--- config.mk ---
export PLATFORM = sky130hd
export DESIGN_NAME = enemy_fleet
export DESIGN_NICKNAME = d
export VERILOG_FILES = /design/src/rtl/enemy_fleet.sv
export SDC_FILE = /design/constraint.sdc
export NUM_CORES = 1
export LEC_CHECK = 0
export CAP_MARGIN = 5
export CORE_MARGIN = 1.5
export CORE_UTILIZATION = 60
export CTS_BUF_LIST = sky130_fd_sc_hd__clkbuf_4
export DETAILED_ROUTE_END_ITERATION = 6
export DONT_BUFFER_PORTS = 1
export MAX_ROUTING_LAYER = met4
export PLACE_DENSITY_LB_ADDON = 0.05
export SYNTH_ARGS = -nofsm -noshare
export SYNTH_HDL_FRONTEND = slang
export SYNTH_SLANG_ARGS = --single-unit
--- constraint.sdc ---
create_clock -name i_clk -period 4.9 [get_ports i_clk]
set_input_delay 0.98 -clock i_clk [delete_from_list [all_inputs] [get_ports i_clk]]
set_output_delay 0.98 -clock i_clk [all_outputs]
set_load 0.1 [all_outputs]
--- src/rtl/enemy_fleet.sv ---
// Purpose : N_ENEMY-slot enemy manager (spawn/fall/explode per slot) plus a 3-stage pixel lookup for the VGA compositor.
// Latency : slot state/pulses update on the edge that samples move_tick/hit_valid; pixel x/y -> rgb/enemy_en/pix_slot is 3 cycles.
// Backpressure: none; the pixel pipeline accepts a new coordinate every cycle and the slots never stall.
//
// Ports:
//   i_clk, i_rst_n          clock, asynchronous active-low reset
//   i_move_tick, i_spawn_en movement strobe and spawn permission
//   i_hit_valid, i_hit_idx  hit report from collision logic
//   i_x, i_y, i_sprite_rgb  pixel coordinate in, synchronous sprite ROM data in
//   o_sprite_addr           registered ROM address (col + row*SPR_W)
//   o_rgb, o_enemy_en,
//   o_pix_slot              registered pixel colour / coverage / owning slot
//   o_enemy_x, o_enemy_y    flattened slot positions, slot i at [10i+9:10i]
//   o_active_mask,
//   o_alive_count           slots in ACTIVE / slots in ACTIVE or BOOM
//   o_kill_pulse,
//   o_escape_pulse          one-cycle event pulses
module enemy_fleet #(
    parameter int          N_ENEMY    = 4,
    parameter int          SCR_W      = 640,
    parameter int          SCR_H      = 480,
    parameter int          SPR_W      = 50,
    parameter int          SPR_H      = 50,
    parameter int          SPEED      = 1,
    parameter int          BOOM_TICKS = 32,
    parameter logic [11:0] BOOM_RGB   = 12'h969,
    parameter logic [9:0]  LFSR_SEED  = 10'h2A5
) (
    input  logic                   i_clk,
    input  logic                   i_rst_n,
    input  logic                   i_move_tick,
    input  logic                   i_spawn_en,
    input  logic                   i_hit_valid,
    input  logic [2:0]             i_hit_idx,
    input  logic [9:0]             i_x,
    input  logic [9:0]             i_y,
    input  logic [11:0]            i_sprite_rgb,
    output logic [11:0]            o_sprite_addr,
    output logic [11:0]            o_rgb,
    output logic                   o_enemy_en,
    output logic [2:0]             o_pix_slot,
    output logic [10*N_ENEMY-1:0]  o_enemy_x,
    output logic [10*N_ENEMY-1:0]  o_enemy_y,
    output logic [N_ENEMY-1:0]     o_active_mask,
    output logic [3:0]             o_alive_count,
    output logic                   o_kill_pulse,
    output logic                   o_escape_pulse
);

    localparam int XR   = SCR_W - SPR_W;
    localparam int YLIM = SCR_H - SPR_H;

    typedef enum logic [1:0] {ST_IDLE, ST_ACTIVE, ST_BOOM} state_t;

    state_t      r_state [N_ENEMY];
    state_t      w_state_nxt [N_ENEMY];
    logic [9:0]  r_ex [N_ENEMY];
    logic [9:0]  w_ex_nxt [N_ENEMY];
    logic [9:0]  r_ey [N_ENEMY];
    logic [9:0]  w_ey_nxt [N_ENEMY];
    logic [7:0]  r_cnt [N_ENEMY];
    logic [7:0]  w_cnt_nxt [N_ENEMY];

    logic [9:0]  r_lfsr;
    logic [9:0]  w_spawn_x;
    logic        w_spawn_done;
    logic        w_kill;
    logic        w_escape;
    logic        r_kill_pulse;
    logic        r_escape_pulse;
    logic [3:0]  w_alive;

    // Pixel pipeline
    logic        w_cov;
    logic        w_boom;
    logic [2:0]  w_slot;
    logic [11:0] w_addr;
    logic [11:0] w_rgb;
    logic [11:0] r_s1_addr;
    logic        r_s1_cov;
    logic        r_s1_boom;
    logic [2:0]  r_s1_slot;
    logic        r_s2_cov;
    logic        r_s2_boom;
    logic [2:0]  r_s2_slot;
    logic [11:0] r_rgb;
    logic        r_enemy_en;
    logic [2:0]  r_pix_slot;

    // Fold the LFSR into the legal x range with one subtraction (max 1023-590 < 590).
    assign w_spawn_x = (r_lfsr >= 10'(XR)) ? (r_lfsr - 10'(XR)) : r_lfsr;

    // Slot next-state: a hit on an ACTIVE slot beats a same-cycle tick,
    // and only the first IDLE slot in index order claims a spawn.
    always_comb begin
        w_spawn_done = 1'b0;
        w_kill       = 1'b0;
        w_escape     = 1'b0;
        for (int i = 0; i < N_ENEMY; i++) begin
            w_state_nxt[i] = r_state[i];
            w_ex_nxt[i]    = r_ex[i];
            w_ey_nxt[i]    = r_ey[i];
            w_cnt_nxt[i]   = r_cnt[i];
            case (r_state[i])
                ST_IDLE: begin
                    if (i_move_tick && i_spawn_en && !w_spawn_done) begin
                        w_spawn_done   = 1'b1;
                        w_state_nxt[i] = ST_ACTIVE;
                        w_ex_nxt[i]    = w_spawn_x;
                        w_ey_nxt[i]    = 10'd0;
                    end
                end
                ST_ACTIVE: begin
                    if (i_hit_valid && (i_hit_idx == 3'(i))) begin
                        w_state_nxt[i] = ST_BOOM;
                        w_cnt_nxt[i]   = 8'(BOOM_TICKS);
                    end else if (i_move_tick) begin
                        if (({1'b0, r_ey[i]} + 11'(SPEED)) >= 11'(YLIM)) begin
                            w_state_nxt[i] = ST_IDLE;
                            w_escape       = 1'b1;
                        end else begin
                            w_ey_nxt[i] = r_ey[i] + 10'(SPEED);
                        end
                    end
                end
                ST_BOOM: begin
                    if (i_move_tick) begin
                        if (r_cnt[i] <= 8'd1) begin
                            w_state_nxt[i] = ST_IDLE;
                            w_cnt_nxt[i]   = 8'd0;
                            w_kill         = 1'b1;
                        end else begin
                            w_cnt_nxt[i] = r_cnt[i] - 8'd1;
                        end
                    end
                end
                default: w_state_nxt[i] = ST_IDLE;
            endcase
        end
    end

    always_ff @(posedge i_clk or negedge i_rst_n) begin
        if (!i_rst_n) begin
            for (int i = 0; i < N_ENEMY; i++) begin
                r_state[i] <= ST_IDLE;
                r_ex[i]    <= 10'd0;
                r_ey[i]    <= 10'd0;
                r_cnt[i]   <= 8'd0;
            end
            r_lfsr         <= LFSR_SEED;
            r_kill_pulse   <= 1'b0;
            r_escape_pulse <= 1'b0;
        end else begin
            for (int i = 0; i < N_ENEMY; i++) begin
                r_state[i] <= w_state_nxt[i];
                r_ex[i]    <= w_ex_nxt[i];
                r_ey[i]    <= w_ey_nxt[i];
                r_cnt[i]   <= w_cnt_nxt[i];
            end
            // x^10 + x^7 + 1 Fibonacci; a non-zero seed never reaches zero.
            r_lfsr         <= {r_lfsr[8:0], r_lfsr[9] ^ r_lfsr[6]};
            r_kill_pulse   <= w_kill;
            r_escape_pulse <= w_escape;
        end
    end

    // Stage 1 lookup: scan from the top index down so the lowest index wins.
    always_comb begin
        w_cov  = 1'b0;
        w_boom = 1'b0;
        w_slot = 3'd0;
        w_addr = 12'd0;
        for (int i = N_ENEMY - 1; i >= 0; i--) begin
            if ((r_state[i] != ST_IDLE) &&
                ({1'b0, i_x} >= {1'b0, r_ex[i]}) &&
                ({1'b0, i_x} <  ({1'b0, r_ex[i]} + 11'(SPR_W))) &&
                ({1'b0, i_y} >= {1'b0, r_ey[i]}) &&
                ({1'b0, i_y} <  ({1'b0, r_ey[i]} + 11'(SPR_H)))) begin
                w_cov  = 1'b1;
                w_boom = (r_state[i] == ST_BOOM);
                w_slot = 3'(i);
                w_addr = 12'(i_x - r_ex[i]) + (12'(i_y - r_ey[i]) * 12'(SPR_W));
            end
        end
    end

    assign w_rgb = r_s2_boom ? BOOM_RGB : i_sprite_rgb;

    always_ff @(posedge i_clk or negedge i_rst_n) begin
        if (!i_rst_n) begin
            r_s1_addr  <= 12'd0;
            r_s1_cov   <= 1'b0;
            r_s1_boom  <= 1'b0;
            r_s1_slot  <= 3'd0;
            r_s2_cov   <= 1'b0;
            r_s2_boom  <= 1'b0;
            r_s2_slot  <= 3'd0;
            r_rgb      <= 12'hFFF;
            r_enemy_en <= 1'b0;
            r_pix_slot <= 3'd0;
        end else begin
            r_s1_addr <= w_addr;
            r_s1_cov  <= w_cov;
            r_s1_boom <= w_boom;
            r_s1_slot <= w_slot;
            // Tags wait one cycle while the ROM turns the address into data.
            r_s2_cov  <= r_s1_cov;
            r_s2_boom <= r_s1_boom;
            r_s2_slot <= r_s1_slot;
            if (r_s2_cov) begin
                r_rgb      <= w_rgb;
                r_enemy_en <= (w_rgb != 12'hFFF);
                r_pix_slot <= r_s2_slot;
            end else begin
                r_rgb      <= 12'hFFF;
                r_enemy_en <= 1'b0;
                r_pix_slot <= 3'd0;
            end
        end
    end

    always_comb begin
        w_alive = 4'd0;
        for (int i = 0; i < N_ENEMY; i++) begin
            w_alive = w_alive + {3'b000, (r_state[i] != ST_IDLE)};
        end
    end

    for (genvar g = 0; g < N_ENEMY; g++) begin : g_flat
        assign o_enemy_x[10*g +: 10] = r_ex[g];
        assign o_enemy_y[10*g +: 10] = r_ey[g];
        assign o_active_mask[g]      = (r_state[g] == ST_ACTIVE);
    end

    assign o_alive_count  = w_alive;
    assign o_kill_pulse   = r_kill_pulse;
    assign o_escape_pulse = r_escape_pulse;
    assign o_sprite_addr  = r_s1_addr;
    assign o_rgb          = r_rgb;
    assign o_enemy_en     = r_enemy_en;
    assign o_pix_slot     = r_pix_slot;

endmodule

==> metrics.txt <==
Total Routed Length=52.7 mm; Chip Width=178 microns; clock sinks=167; max-slew violations=0; synthesis-stage register bit count=167; Port Buf Inserts=0; number of synthesized flops with an enable pin=0; WL met3=3.33 mm; startpoint type of the worst setup path=flip-flop; CP Data Arrival Time=5.43 ns; Critical path origin=o_enemy_y[21]$_DFFE_PN0P_; drt wl/cell=18.8 microns; number of global-route vias before repair=16500; Multi-input gate area=13600 sq um; FP Rows=63; critical path fanouts, max=3; Filler cells=2353; post-synth top area share=20.4%; Fin. Hold Viols=0; FF-to-FF Start=o_enemy_y[21]$_DFFE_PN0P_; Setup CP Type=flip-flop to flip-flop; layout cells sized above 1=18.7%; Clock Tree Buf Depth=2; DRT Pass-1 Iters=5; drc violations=0; Initial Utilization=61.6%; Placer Congestion=0.921; Detailed Route Iter0 Violations=1015; global-route usage over all layers=34.4%; Met1 Wirelength=22.3 mm; Post-Synthesis Cells=2180; Synth area leaders=dfrtp_1, ha_1, xnor2_1; Core Area=29900 sq um; status=completed; Layout Utilization=71.3%; Yosys warning count=0; required time worst endpoint=5.51 ns; area grow syn2layout=15.8%; Die H=178 microns; WHS=0.171 ns; max_cap viols=0; Clk Tree Root Cell=clkbuf_4; final period utilization=98.3%; initial antenna violation count=1; Placed Cells=2752; post-synth top area cell=dfrtp_1; unrepaired setup endpoints after global routing=yes; Highest Signal Layer=met4; Final nets=2765; Syn Std Cell Area=18400 sq um; global route overflow=0; CP Capture Type=flip-flop; IO Pins=158; Die Area=31700 sq um; final std cells w/o fill=2797; min-delay worst type=input port to async pin; Worst-Skew Late Latency=0.67 ns; Slew headroom=21.3%; Max Fclk=0.208 GHz; final setup fails=0; FF+latch area=4220 sq um; CTS H-tree lvls=4; first-pass GRT wire length=82.4 mm; most common flop cell mapped by yosys=dfrtp_1; FFs w/ async S/R, synth=100%; pin count of the biggest net entering global routing=151; clock-pin transition on the worst setup and hold timing paths=0.18 ns; Vias/cell=6.00; HPWL after DPL=41.4 mm; DR WL met2=25.4 mm; antenna-violating nets left=0; min Tclk post-route=4.82 ns; vias=16800; post-synthesis sequential area ratio=22.8%; number of CTS-inserted buffers=17; clock skew=0.0518 ns; CTS tree=done; Mapped Avg Cell Area=8.44 sq um; distinct cell type count after synthesis=101; Worst Max-Slew Pin Slew=1.17 ns
sequential cells by signal, indices dropped and copies added (netlist names):
name,count
r_s1_cov,1
r_lfsr,10
o_enemy_en,1
o_kill_pulse,1
o_pix_slot,2
r_s2_slot,2
r_cnt,32
o_sprite_addr,12
r_s2_boom,1
r_s2_cov,1
o_rgb,12
o_escape_pulse,1
o_enemy_x,40
o_enemy_y,40
r_s1_slot,2
r_s1_boom,1
r_state,8
cells in the final DEF, fill, tap and decap left out, drive strengths merged, types with 7 or more instances in the layout:
cell type  count
a31o           7
nand2b        40
a21o          43
xor2          44
dfrtp        150
fa            33
a31oi         22
a2111oi        7
clkinv         7
o21bai        18
buf          245
nand3         44
xnor2        132
o21ai        167
nand2        153
and3          12
nor4          17
nor2b         27
nor3          53
or2            8
dfstp         17
clkbuf        20
o22ai         14
or3           16
o41ai         18
a21oi        155
nand4         28
and2          10
a211oi        15
o21a          40
o31ai         30
ha           299
mux2i         15
inv          221
nor2         174
worst paths after layout:
kind	end	cells after the start	slack (ns)
min in group i_clk	r_s2_boom$_DFF_PN0_	0	0.37
max in group asynchronous	o_enemy_y[23]$_DFFE_PN0P_	1	3.98
worst max register to register	o_sprite_addr[11]$_DFF_PN0_	23	0.08
worst max-delay path	o_sprite_addr[11]$_DFF_PN0_	23	0.08
worst min register to register	r_s2_boom$_DFF_PN0_	0	0.37
worst min-delay path	o_rgb[7]$_DFF_PN1_	0	0.17
Yosys cell counts (33+ instances only):
master	number
ha_1	299
inv_1	218
nor2_1	173
o21ai_0	155
a21oi_1	154
nand2_1	153
dfrtp_1	150
xnor2_1	132
nor3_1	52
xor2_1	44
a21o_1	43
nand3_1	41
nand2b_1	40
o21a_1	40
fa_1	33
stage by stage:
stage / setup slack (ns) / area, sq um / setup TNS [ns]
global placement: -0.615 / 20600 / -2.02
CTS: 0.00911 / 21000 / 0
detailed placement: -0.710 / 20600 / -2.34
floorplan: -0.252 / 18600 / -0.359
finish: 0.0843 / 21300 / 0
global route: -0.125 / 21300 / -0.268
worst max-delay path: stages (launching register included):
cell and delay [ns]:
dfrtp_2 0.44, inv_2 0.10, ha_1 0.26, nand3b_1 0.10, nand2_1 0.10, buf_4 0.15
xor2_2 0.15, ha_1 0.31, ha_1 0.28, inv_1 0.05, fa_1 0.50, inv_1 0.06
ha_4 0.25, xor2_1 0.16, ha_1 0.31, or2_2 0.29, a21oi_1 0.20, a21oi_2 0.08
a31o_2 0.27, nor4_2 0.15, o21a_1 0.15, nor4_1 0.05, buf_4 0.18, a211oi_2 0.21
layout make-up:
class	count	area share (%)
multi-input cells	1742	63.9
well taps	390	2.29
clock inverters	12	0.494
diodes	1	0.0118
inverters	220	3.97
repair buffers	245	8.79
clock buffers	20	0.705
flip-flops and latches	167	19.8
routing by layer:
metal	up-vias	global-route usage [%]
li1	8187	-
met1	8047	41.3
met2	451	57.0
met3	107	7.10
met4	0	12.4
met5	-	-
cells by family (layout without fill, tap and decap cells):
| family | count (synthesis) | in the layout | synth area share, % |
|---|---|---|---|
| AO/OA/AOI/OAI | 602 | 602 | 21.1 |
| XOR/XNOR | 181 | 181 | 8.99 |
| adder cells (fa/ha/maj) | 334 | 334 | 24.0 |
| buffers and inverters | 272 | 497 | 5.85 |
| flip-flops | 167 | 167 | 22.8 |
| multiplexers | 20 | 20 | 1.12 |
| other | 1 | 3 | 0.0204 |
| AND/OR/NAND/NOR | 603 | 603 | 16.0 |
timing repair:
action | in CTS | in global routing
hold endpoints to repair | 150 | 0
resized for setup | 5 | 56
setup endpoints to repair | 2 | 4
hold buffers | 1 | 0
buffers inserted | 4 | 8
pin swaps | 3 | 60
Power is not shown: default switching activity piles up to over one toggle a cycle in this logic, so the estimate is an artifact.
